File: config.mk
export PLATFORM = sky130hd
export DESIGN_NAME = mem_arbiter_nport
export DESIGN_NICKNAME = d
export VERILOG_FILES = /design/src/rtl/mem_arbiter_nport.sv
export SDC_FILE = /design/constraint.sdc
export NUM_CORES = 1
export LEC_CHECK = 0
export CELL_PAD_IN_SITES_DETAIL_PLACEMENT = 0
export CELL_PAD_IN_SITES_GLOBAL_PLACEMENT = 1
export CORE_AREA = 2 2 303 305
export CTS_BUF_LIST = sky130_fd_sc_hd__clkbuf_4
export DETAILED_ROUTE_END_ITERATION = 6
export DIE_AREA = 0 0 305 307
export PLACE_DENSITY = 0.67
export REMOVE_ABC_BUFFERS = 1
export SETUP_SLACK_MARGIN = 0.02
export SYNTH_ARGS = -nofsm -noshare
export SYNTH_HDL_FRONTEND = slang
export SYNTH_SLANG_ARGS = --single-unit
File: constraint.sdc
create_clock -name clk -period 5.1 [get_ports clk]
set_input_delay 1.53 -clock clk [delete_from_list [all_inputs] [get_ports clk]]
set_output_delay 1.53 -clock clk [all_outputs]
set_load 0.005 [all_outputs]
File: src/rtl/mem_arbiter_nport.sv
// N-requestor arbiter onto a dual-port memory: one request FIFO per requestor,
// up to two head entries issued per cycle (port A, then port B), responses one cycle later.
module mem_arbiter_nport #(
  parameter int NUM_REQ    = 3,
  parameter int DATA_WIDTH = 32,
  parameter int ADDR_WIDTH = 32,
  parameter int BUF_DEPTH  = 2,
  parameter int ARB_MODE   = 0
) (
  input  logic                          clk,
  input  logic                          rst_n,
  input  logic [NUM_REQ-1:0]            req_valid,
  output logic [NUM_REQ-1:0]            req_ready,
  input  logic [NUM_REQ-1:0]            req_we,
  input  logic [NUM_REQ*ADDR_WIDTH-1:0] req_addr,
  input  logic [NUM_REQ*DATA_WIDTH-1:0] req_wdata,
  output logic [NUM_REQ-1:0]            resp_valid,
  output logic [NUM_REQ*DATA_WIDTH-1:0] resp_rdata,
  output logic                          mem_a_en,
  output logic                          mem_a_we,
  output logic [ADDR_WIDTH-1:0]         mem_a_addr,
  output logic [DATA_WIDTH-1:0]         mem_a_wdata,
  input  logic [DATA_WIDTH-1:0]         mem_a_q,
  output logic                          mem_b_en,
  output logic                          mem_b_we,
  output logic [ADDR_WIDTH-1:0]         mem_b_addr,
  output logic [DATA_WIDTH-1:0]         mem_b_wdata,
  input  logic [DATA_WIDTH-1:0]         mem_b_q
);

  localparam int PW = $clog2(BUF_DEPTH) + 1;
  localparam int IW = $clog2(NUM_REQ);
  localparam int EW = 1 + ADDR_WIDTH + DATA_WIDTH;

  // Entry layout: {we, addr, wdata}
  logic [EW-1:0]      buf_q    [NUM_REQ][BUF_DEPTH];
  logic [EW-1:0]      buf_d    [NUM_REQ][BUF_DEPTH];
  logic [PW-1:0]      wr_ptr_q [NUM_REQ];
  logic [PW-1:0]      wr_ptr_d [NUM_REQ];
  logic [PW-1:0]      rd_ptr_q [NUM_REQ];
  logic [PW-1:0]      rd_ptr_d [NUM_REQ];
  logic [IW-1:0]      rr_ptr_q, rr_ptr_d;

  logic               tag_a_vld_q, tag_a_vld_d;
  logic               tag_a_we_q,  tag_a_we_d;
  logic [IW-1:0]      tag_a_idx_q, tag_a_idx_d;
  logic               tag_b_vld_q, tag_b_vld_d;
  logic               tag_b_we_q,  tag_b_we_d;
  logic [IW-1:0]      tag_b_idx_q, tag_b_idx_d;

  logic [NUM_REQ-1:0] full, empty, push, pop;
  logic [EW-1:0]      head [NUM_REQ];
  logic [EW-1:0]      head_a, head_b;
  logic               grant_a, grant_b, found_b;
  logic [IW-1:0]      cand_a, cand_b, scan_idx;
  int unsigned        rr_start;

  always_comb begin
    empty = '0;
    full  = '0;
    head  = '{default: '0};
    for (int unsigned i = 0; i < NUM_REQ; i++) begin
      empty[i] = (wr_ptr_q[i] == rd_ptr_q[i]);
      full[i]  = (wr_ptr_q[i][PW-1] != rd_ptr_q[i][PW-1]) &&
                 (wr_ptr_q[i][PW-2:0] == rd_ptr_q[i][PW-2:0]);
      head[i]  = buf_q[i][rd_ptr_q[i][PW-2:0]];
    end
  end

  assign req_ready = ~full;
  assign push      = req_valid & ~full;
  assign rr_start  = (ARB_MODE == 1) ? 32'(rr_ptr_q) : 32'd0;

  // Scan heads in rank order; first hit goes to port A, second to port B.
  always_comb begin
    grant_a  = 1'b0;
    found_b  = 1'b0;
    cand_a   = '0;
    cand_b   = '0;
    scan_idx = '0;
    for (int unsigned k = 0; k < NUM_REQ; k++) begin
      scan_idx = IW'((rr_start + k) % NUM_REQ);
      if (!empty[scan_idx]) begin
        if (!grant_a) begin
          grant_a = 1'b1;
          cand_a  = scan_idx;
        end else if (!found_b) begin
          found_b = 1'b1;
          cand_b  = scan_idx;
        end
      end
    end
    head_a = head[cand_a];
    head_b = head[cand_b];
    // Same address with any write: B would race A, so B waits a cycle.
    grant_b = found_b &&
              !((head_a[EW-2 -: ADDR_WIDTH] == head_b[EW-2 -: ADDR_WIDTH]) &&
                (head_a[EW-1] || head_b[EW-1]));
  end

  always_comb begin
    pop = '0;
    for (int unsigned i = 0; i < NUM_REQ; i++) begin
      pop[i] = (grant_a && (cand_a == IW'(i))) || (grant_b && (cand_b == IW'(i)));
    end
  end

  always_comb begin
    mem_a_en    = grant_a;
    mem_a_we    = 1'b0;
    mem_a_addr  = '0;
    mem_a_wdata = '0;
    mem_b_en    = grant_b;
    mem_b_we    = 1'b0;
    mem_b_addr  = '0;
    mem_b_wdata = '0;
    if (grant_a) begin
      mem_a_we    = head_a[EW-1];
      mem_a_addr  = head_a[EW-2 -: ADDR_WIDTH];
      mem_a_wdata = head_a[DATA_WIDTH-1:0];
    end
    if (grant_b) begin
      mem_b_we    = head_b[EW-1];
      mem_b_addr  = head_b[EW-2 -: ADDR_WIDTH];
      mem_b_wdata = head_b[DATA_WIDTH-1:0];
    end
  end

  always_comb begin
    buf_d    = buf_q;
    wr_ptr_d = wr_ptr_q;
    rd_ptr_d = rd_ptr_q;
    for (int unsigned i = 0; i < NUM_REQ; i++) begin
      if (push[i]) begin
        buf_d[i][wr_ptr_q[i][PW-2:0]] = {req_we[i],
                                         req_addr[i*ADDR_WIDTH +: ADDR_WIDTH],
                                         req_wdata[i*DATA_WIDTH +: DATA_WIDTH]};
        wr_ptr_d[i] = wr_ptr_q[i] + PW'(1);
      end
      if (pop[i]) begin
        rd_ptr_d[i] = rd_ptr_q[i] + PW'(1);
      end
    end
  end

  always_comb begin
    rr_ptr_d = rr_ptr_q;
    if (grant_b) begin
      rr_ptr_d = IW'((32'(cand_b) + 32'd1) % NUM_REQ);
    end else if (grant_a) begin
      rr_ptr_d = IW'((32'(cand_a) + 32'd1) % NUM_REQ);
    end
    tag_a_vld_d = grant_a;
    tag_a_idx_d = cand_a;
    tag_a_we_d  = head_a[EW-1];
    tag_b_vld_d = grant_b;
    tag_b_idx_d = cand_b;
    tag_b_we_d  = head_b[EW-1];
  end

  always_comb begin
    resp_valid = '0;
    resp_rdata = '0;
    for (int unsigned i = 0; i < NUM_REQ; i++) begin
      if (tag_a_vld_q && (tag_a_idx_q == IW'(i))) begin
        resp_valid[i] = 1'b1;
        if (!tag_a_we_q) resp_rdata[i*DATA_WIDTH +: DATA_WIDTH] = mem_a_q;
      end
      if (tag_b_vld_q && (tag_b_idx_q == IW'(i))) begin
        resp_valid[i] = 1'b1;
        if (!tag_b_we_q) resp_rdata[i*DATA_WIDTH +: DATA_WIDTH] = mem_b_q;
      end
    end
  end

  always_ff @(posedge clk or negedge rst_n) begin
    if (!rst_n) begin
      buf_q       <= '{default: '0};
      wr_ptr_q    <= '{default: '0};
      rd_ptr_q    <= '{default: '0};
      rr_ptr_q    <= '0;
      tag_a_vld_q <= 1'b0;
      tag_a_we_q  <= 1'b0;
      tag_a_idx_q <= '0;
      tag_b_vld_q <= 1'b0;
      tag_b_we_q  <= 1'b0;
      tag_b_idx_q <= '0;
    end else begin
      buf_q       <= buf_d;
      wr_ptr_q    <= wr_ptr_d;
      rd_ptr_q    <= rd_ptr_d;
      rr_ptr_q    <= rr_ptr_d;
      tag_a_vld_q <= tag_a_vld_d;
      tag_a_we_q  <= tag_a_we_d;
      tag_a_idx_q <= tag_a_idx_d;
      tag_b_vld_q <= tag_b_vld_d;
      tag_b_we_q  <= tag_b_we_d;
      tag_b_idx_q <= tag_b_idx_d;
    end
  end

endmodule

# [After elaboration in Yosys (flattened, before gate mapping)]
# Index checks and enable logic that the tools add are counted.
[op_classes] n_reduce_logical=29 addsub=6 n_bitwise=10 eq_ne=18 magnitude_cmp=11 n_mux=61
[ops] operator="65-bit two-way mux" n=16
[ops] operator="32-bit two-way mux" n=14
[ops] operator="130-bit bitwise mux" n=3
[ops] operator="65-bit binary-select mux with 2-bit select" n=2
[ops] operator="65-bit demux with 1-bit select" n=3
[ops] operator="32-bit == test" n=1
[ops] operator="1-bit logical AND" n=20
[ops] operator="1-bit two-way mux" n=18
[ops] operator="2-bit by 1-bit adder with 2-bit output, second input constant" n=6
[ops] operator="2-bit greater-or-equal comparator, second input constant" n=6
[ops] operator="1-bit NOT with 2-bit output" n=6
[ops] operator="2-bit two-way mux" n=5
[ops] operator="2-bit by 1-bit == test with 1-bit output, second input constant" n=4
[ops] operator="2-bit == test, second input constant" n=4
[ops] operator="2-bit logical NOT" n=4
[ops] operator="2-bit == test" n=3
[ops] operator="3-bit greater-or-equal comparator, second input constant" n=2
[ops] operator="2-bit by 1-bit < comparator with 1-bit output, second input constant" n=3
[ops] operator="2-bit NOT with 3-bit output" n=2
[ops] operator="1-bit logical OR" n=4
[ops] operator="3-bit AND" n=1
[ops] operator="1-bit == test" n=3
[ops] operator="1-bit != test" n=3
[ops] operator="3-bit NOT" n=1
[ops] operator="1-bit logical NOT" n=1
[totals] elab_cells=153 out_inout_bits=234 register_bits=410

# [Depth between registers and ports, before layout]
[logic_depth] depth_word=16 mapped_depth=19

# [Worst setup path before layout]
# Ideal clock, no wire load.
[synth_path] kind="register to output" startpoint="reg rd_ptr_q[4] in the netlist's numbering" endpoint="out mem_b_en" setup_slack_ps=-131 path_buffers=7 stages_incl_launch_ff=20 arrival_time_ps=3701 path_cell_list="dfrtp_1 -> buf_2 -> buf_2 -> buf_2 -> xnor2_1 -> nand2b_1 -> inv_1 -> ha_1 -> buf_2 -> buf_1 -> mux2i_1 -> mux2i_1 -> xnor2_1 -> nand4_1 -> nor4_2 -> nand3_2 -> o311ai_1 -> buf_6 -> buf_6 -> inv_1"
[synth_between] elab_chain_len=14
[synth_lines] item="start, declared" line_no="40" source="logic [PW-1:0] rd_ptr_q [NUM_REQ];"
[synth_lines] item="start signal, assigned" line_no="191" source="rd_ptr_q <= rd_ptr_d;"
[synth_lines] item="2-bit == test" line_no="63" source="empty[i] = (wr_ptr_q[i] == rd_ptr_q[i]);"
[synth_lines] item="1-bit two-way mux" line_no="83, 84"
[synth_lines] item="1-bit two-way mux" line_no="83" source="if (!empty[scan_idx]) begin"
[synth_lines] item="2-bit two-way mux" line_no="87" source="end else if (!found_b) begin"
[synth_lines] item="2-bit two-way mux" line_no="84" source="if (!grant_a) begin"
[synth_lines] item="2-bit two-way mux" line_no="83"
[synth_lines] item="2-bit NOT with 3-bit output (not written as such)" line_no="94" source="head_b = head[cand_b];"
[synth_lines] item="65-bit binary-select mux with 2-bit select" line_no="94"
[synth_lines] item="65-bit two-way mux (not written as such) (2 in series)" line_no="94"
[synth_lines] item="32-bit == test or 1-bit logical OR (tied branches)" line_no="97, 98"
[synth_lines] item="1-bit logical AND" line_no="97" source="!((head_a[EW-2 -: ADDR_WIDTH] == head_b[EW-2 -: ADDR_WIDTH]) &&"
[synth_lines] item="1-bit logical NOT" line_no="97"
[synth_lines] item="1-bit logical AND (*)" line_no="96" source="grant_b = found_b &&"
[synth_lines] item="end, declared" line_no="24" source="output logic mem_b_en,"
# Every way passes the cells marked *; elsewhere a longest branch is shown, timed or not. The select of a mux whose other input is x is not followed.

# [Final worst setup path]
[layout_path] startpoint="reg rd_ptr_q[2] in the netlist's numbering" endpoint="out mem_b_wdata[31]"
[layout_between] elab_chain_len=14
[layout_lines] item="2-bit == test" line_no="63"
[layout_lines] item="1-bit two-way mux" line_no="83"
[layout_lines] item="2-bit two-way mux" line_no="87"
[layout_lines] item="2-bit two-way mux" line_no="84"
[layout_lines] item="2-bit two-way mux" line_no="83"
[layout_lines] item="2-bit NOT with 3-bit output (not written as such)" line_no="94"
[layout_lines] item="65-bit binary-select mux with 2-bit select" line_no="94"
[layout_lines] item="65-bit two-way mux (not written as such) (2 in series)" line_no="94"
[layout_lines] item="32-bit == test or 1-bit logical OR (tied branches)" line_no="97, 98"
[layout_lines] item="1-bit logical AND" line_no="97"
[layout_lines] item="1-bit logical NOT" line_no="97"
[layout_lines] item="1-bit logical AND" line_no="96"
[layout_lines] item="32-bit two-way mux (*)" line_no="122" source="if (grant_b) begin"
[layout_lines] item="end, declared" line_no="27" source="output logic [DATA_WIDTH-1:0] mem_b_wdata,"
# Marked as above.

==> results.toml <==
[clocking]
path_clk_slew_ps = 70
cts_max_level = 3
cts_buffers = 115
cts_buffer_depth = 3
cts-hold-fix-buffers = 0
clock_latency_ps = 910
cts_tree = "built"
cts.sinks = 410
cts_root_buf = "clkbuf_4"

[logic_synthesis]
synth-edff-count = 0
synth.distinct_cells = 43
ys_seq_area_frac = 0.458
synth_area_leaders = "dfrtp_1 (46%), mux2_2 (21%), mux2i_1 (13%), nor2_1 (3.3%), nand2_1 (2.4%)"
synth-async-reset-ratio = 1.00
synth_flop_cell = "dfrtp_1"
synth_most_common_cell = "mux2_2"
avgSynthCellArea_um2 = 11.0
yosysTopAreaCellShare = 0.458
syn_area_mm2 = 0.0224
yosys_warnings = 0
syn_inst = 2030
yosys.area.top_type = "dfrtp_1"
synthTopCellsByCount = "mux2_2 (423), dfrtp_1 (410), mux2i_1 (285)"
ys_ff_latch = 410

[die]
dieArea_mm2 = 0.0936
start_util = 0.247
die_h_um = 307
fp.coreArea_mm2 = 0.0907
die_width_um = 305
io_pins = 498
num_rows = 111

[placed_design]
dpl.hpwl_mm = 61.3
post-place-ws_ps = -600
gp_congestion = 0.880
portBuffers = 497

[sta]
period_minus_slack_ps = 6090
hold-worst-slack_ps = 501
relSlewSlack = 0.350
tightest_slew_ps = 975
slew_viol_final = 0
setup_viol_count_final = 66
timing.final.ws_setup_ps = -993
fmax_ghz = 0.164
hold_viol = 0
rsz0062_at_grt = "true"
fin_crit_sh = 1.19
finClkSkew_ps = 75.9

[setup_path]
worstSetupStartpointType = "register"
ff2ff_path_depth = 18
cp-end-kind = "primary output"
crit_fanout = 6
cp_data_required_time_ps = 3570
crit_type = "register to primary output"
r2r_start = "rd_ptr_q[2]"
rrSetupSlack_ps = 1210
critPathArrivalTime_ps = 4560
reg2reg_to = "tag_b_vld_q"

[min_path]
holdCritPathClass = "register to register"
hold_path_end = "buf_q[119]"
min_from = "buf_q[119]"
worstHoldPathCells = 1

[grt]
grt_pass1_vias = 20300
antenna_found_initial = 19
grt_usage = 0.186
grt.overflow.total = 0
grt_max_degree = 93
grt_pass1_wl_mm = 131

[outcome]
violations = "setup timing"
status = "finished, violations left"

[detailed_routing]
ant_nets = 0
vias = 18900
wl_per_cell_um = 22.2
post-route-drc-count = 0
routed_wirelength_mm = 88.7
dr.pass1.iters = 5
drtIter0Drc = 1095
post_drt_via_cell_ratio = 4.74

[final_layout]
area_growth_pct = 45.9
num-nets-final = 2978
drive_above_1_share = 0.376
fin_util = 0.360

[job]
cap_violations = 0
how the worst max path moves through the flow:
stage / startpoint / end / slack (ps) / depth (start not counted)
after global routing: rd_ptr_q[4] / mem_b_we / -1170 / 19
after floorplan: rd_ptr_q[0] / mem_b_en / -4590 / 9
final: rd_ptr_q[2] / mem_b_wdata[31] / -990 / 17
after global placement: rd_ptr_q[2] / mem_b_wdata[11] / -600 / 17
after detailed placement: rd_ptr_q[4] / mem_b_wdata[7] / -600 / 18
after CTS: rd_ptr_q[4] / mem_b_wdata[25] / -1040 / 21
flip-flops by register name, indices dropped and copies added (netlist names):
signal       flops
buf_q          390
rd_ptr_q         6
wr_ptr_q         6
tag_a_idx_q      2
tag_b_idx_q      2
tag_a_vld_q      1
tag_a_we_q       1
tag_b_vld_q      1
tag_b_we_q       1
metrics by stage:
stage	TNS, ps	area (um^2)	cells
after global routing	-73360	32700	3992
after CTS	-69300	32300	3982
after global placement	-34590	29900	3714
after floorplan	-451150	21700	1872
after detailed placement	-34050	29900	3714
final	-61990	32700	3993
routing by layer:
metal  vias to the layer above  track usage  share of wire
li1                       8600            -              -
met1                      9550        0.219           0.40
met2                       614        0.333           0.51
met3                       157       0.0426          0.059
met4                        18       0.0611          0.025
met5                         -            0         0.0015
placed cells by master (no fill, tap or decap), drive strengths merged, types with 37 or more instances in the layout:
cell type        n
mux2i          285
nor3            38
mux2           423
nand2          144
buf            289
xnor2           38
o21ai          101
nand2b          37
nor2           198
clkdlybuf4s50  369
a21oi           73
dfrtp          410
clkbuf         179
critical path, stage by stage (launching register included):
cell and delay (ps):
dfrtp_4 510, xnor2_4 150, nor2b_4 210, ha_4 230, o21ai_4 130, buf_4 180
mux2i_2 300, xnor2_2 190, nand4_1 280, buf_4 240, nor4_4 340, nand3_4 130
o311ai_4 130, buf_12 200, buf_8 130, buf_16 140, nor2_4 40, buf_6 120
layout make-up:
| type | count | area (um^2) |
|---|---|---|
| antenna | 9 | 22.5 |
| sequential | 410 | 10300 |
| multi-input combinational | 1453 | 12200 |
| clock buffer | 178 | 1340 |
| clock inverter | 28 | 149 |
| fill | 8986 | 58000 |
| tap | 1186 | 1480 |
| timing repair buffer | 720 | 7160 |
| inverter | 9 | 33.8 |
repair_timing:
item	4_1_cts	5_1_grt
endpoints found under the setup margin	143	113
endpoints found under the hold margin	0	0
resized for setup	444	109
pin swaps	32	13
cloned	8	0
setup buffers	55	9
cell families after synthesis:
| group | Yosys count | synth area share |
|---|---|---|
| xor gates and xnor gates | 44 | 0.0179 |
| and+or+nand+nor | 449 | 0.0860 |
| adders and majority gates | 5 | 0.00279 |
| DFF | 410 | 0.458 |
| buffers and inverters | 167 | 0.0322 |
| muxes | 708 | 0.340 |
| AOI/OAI and AO/OA | 247 | 0.0628 |
Power is not shown: default switching activity piles up to over one toggle a cycle in this logic, so the estimate is an artifact.
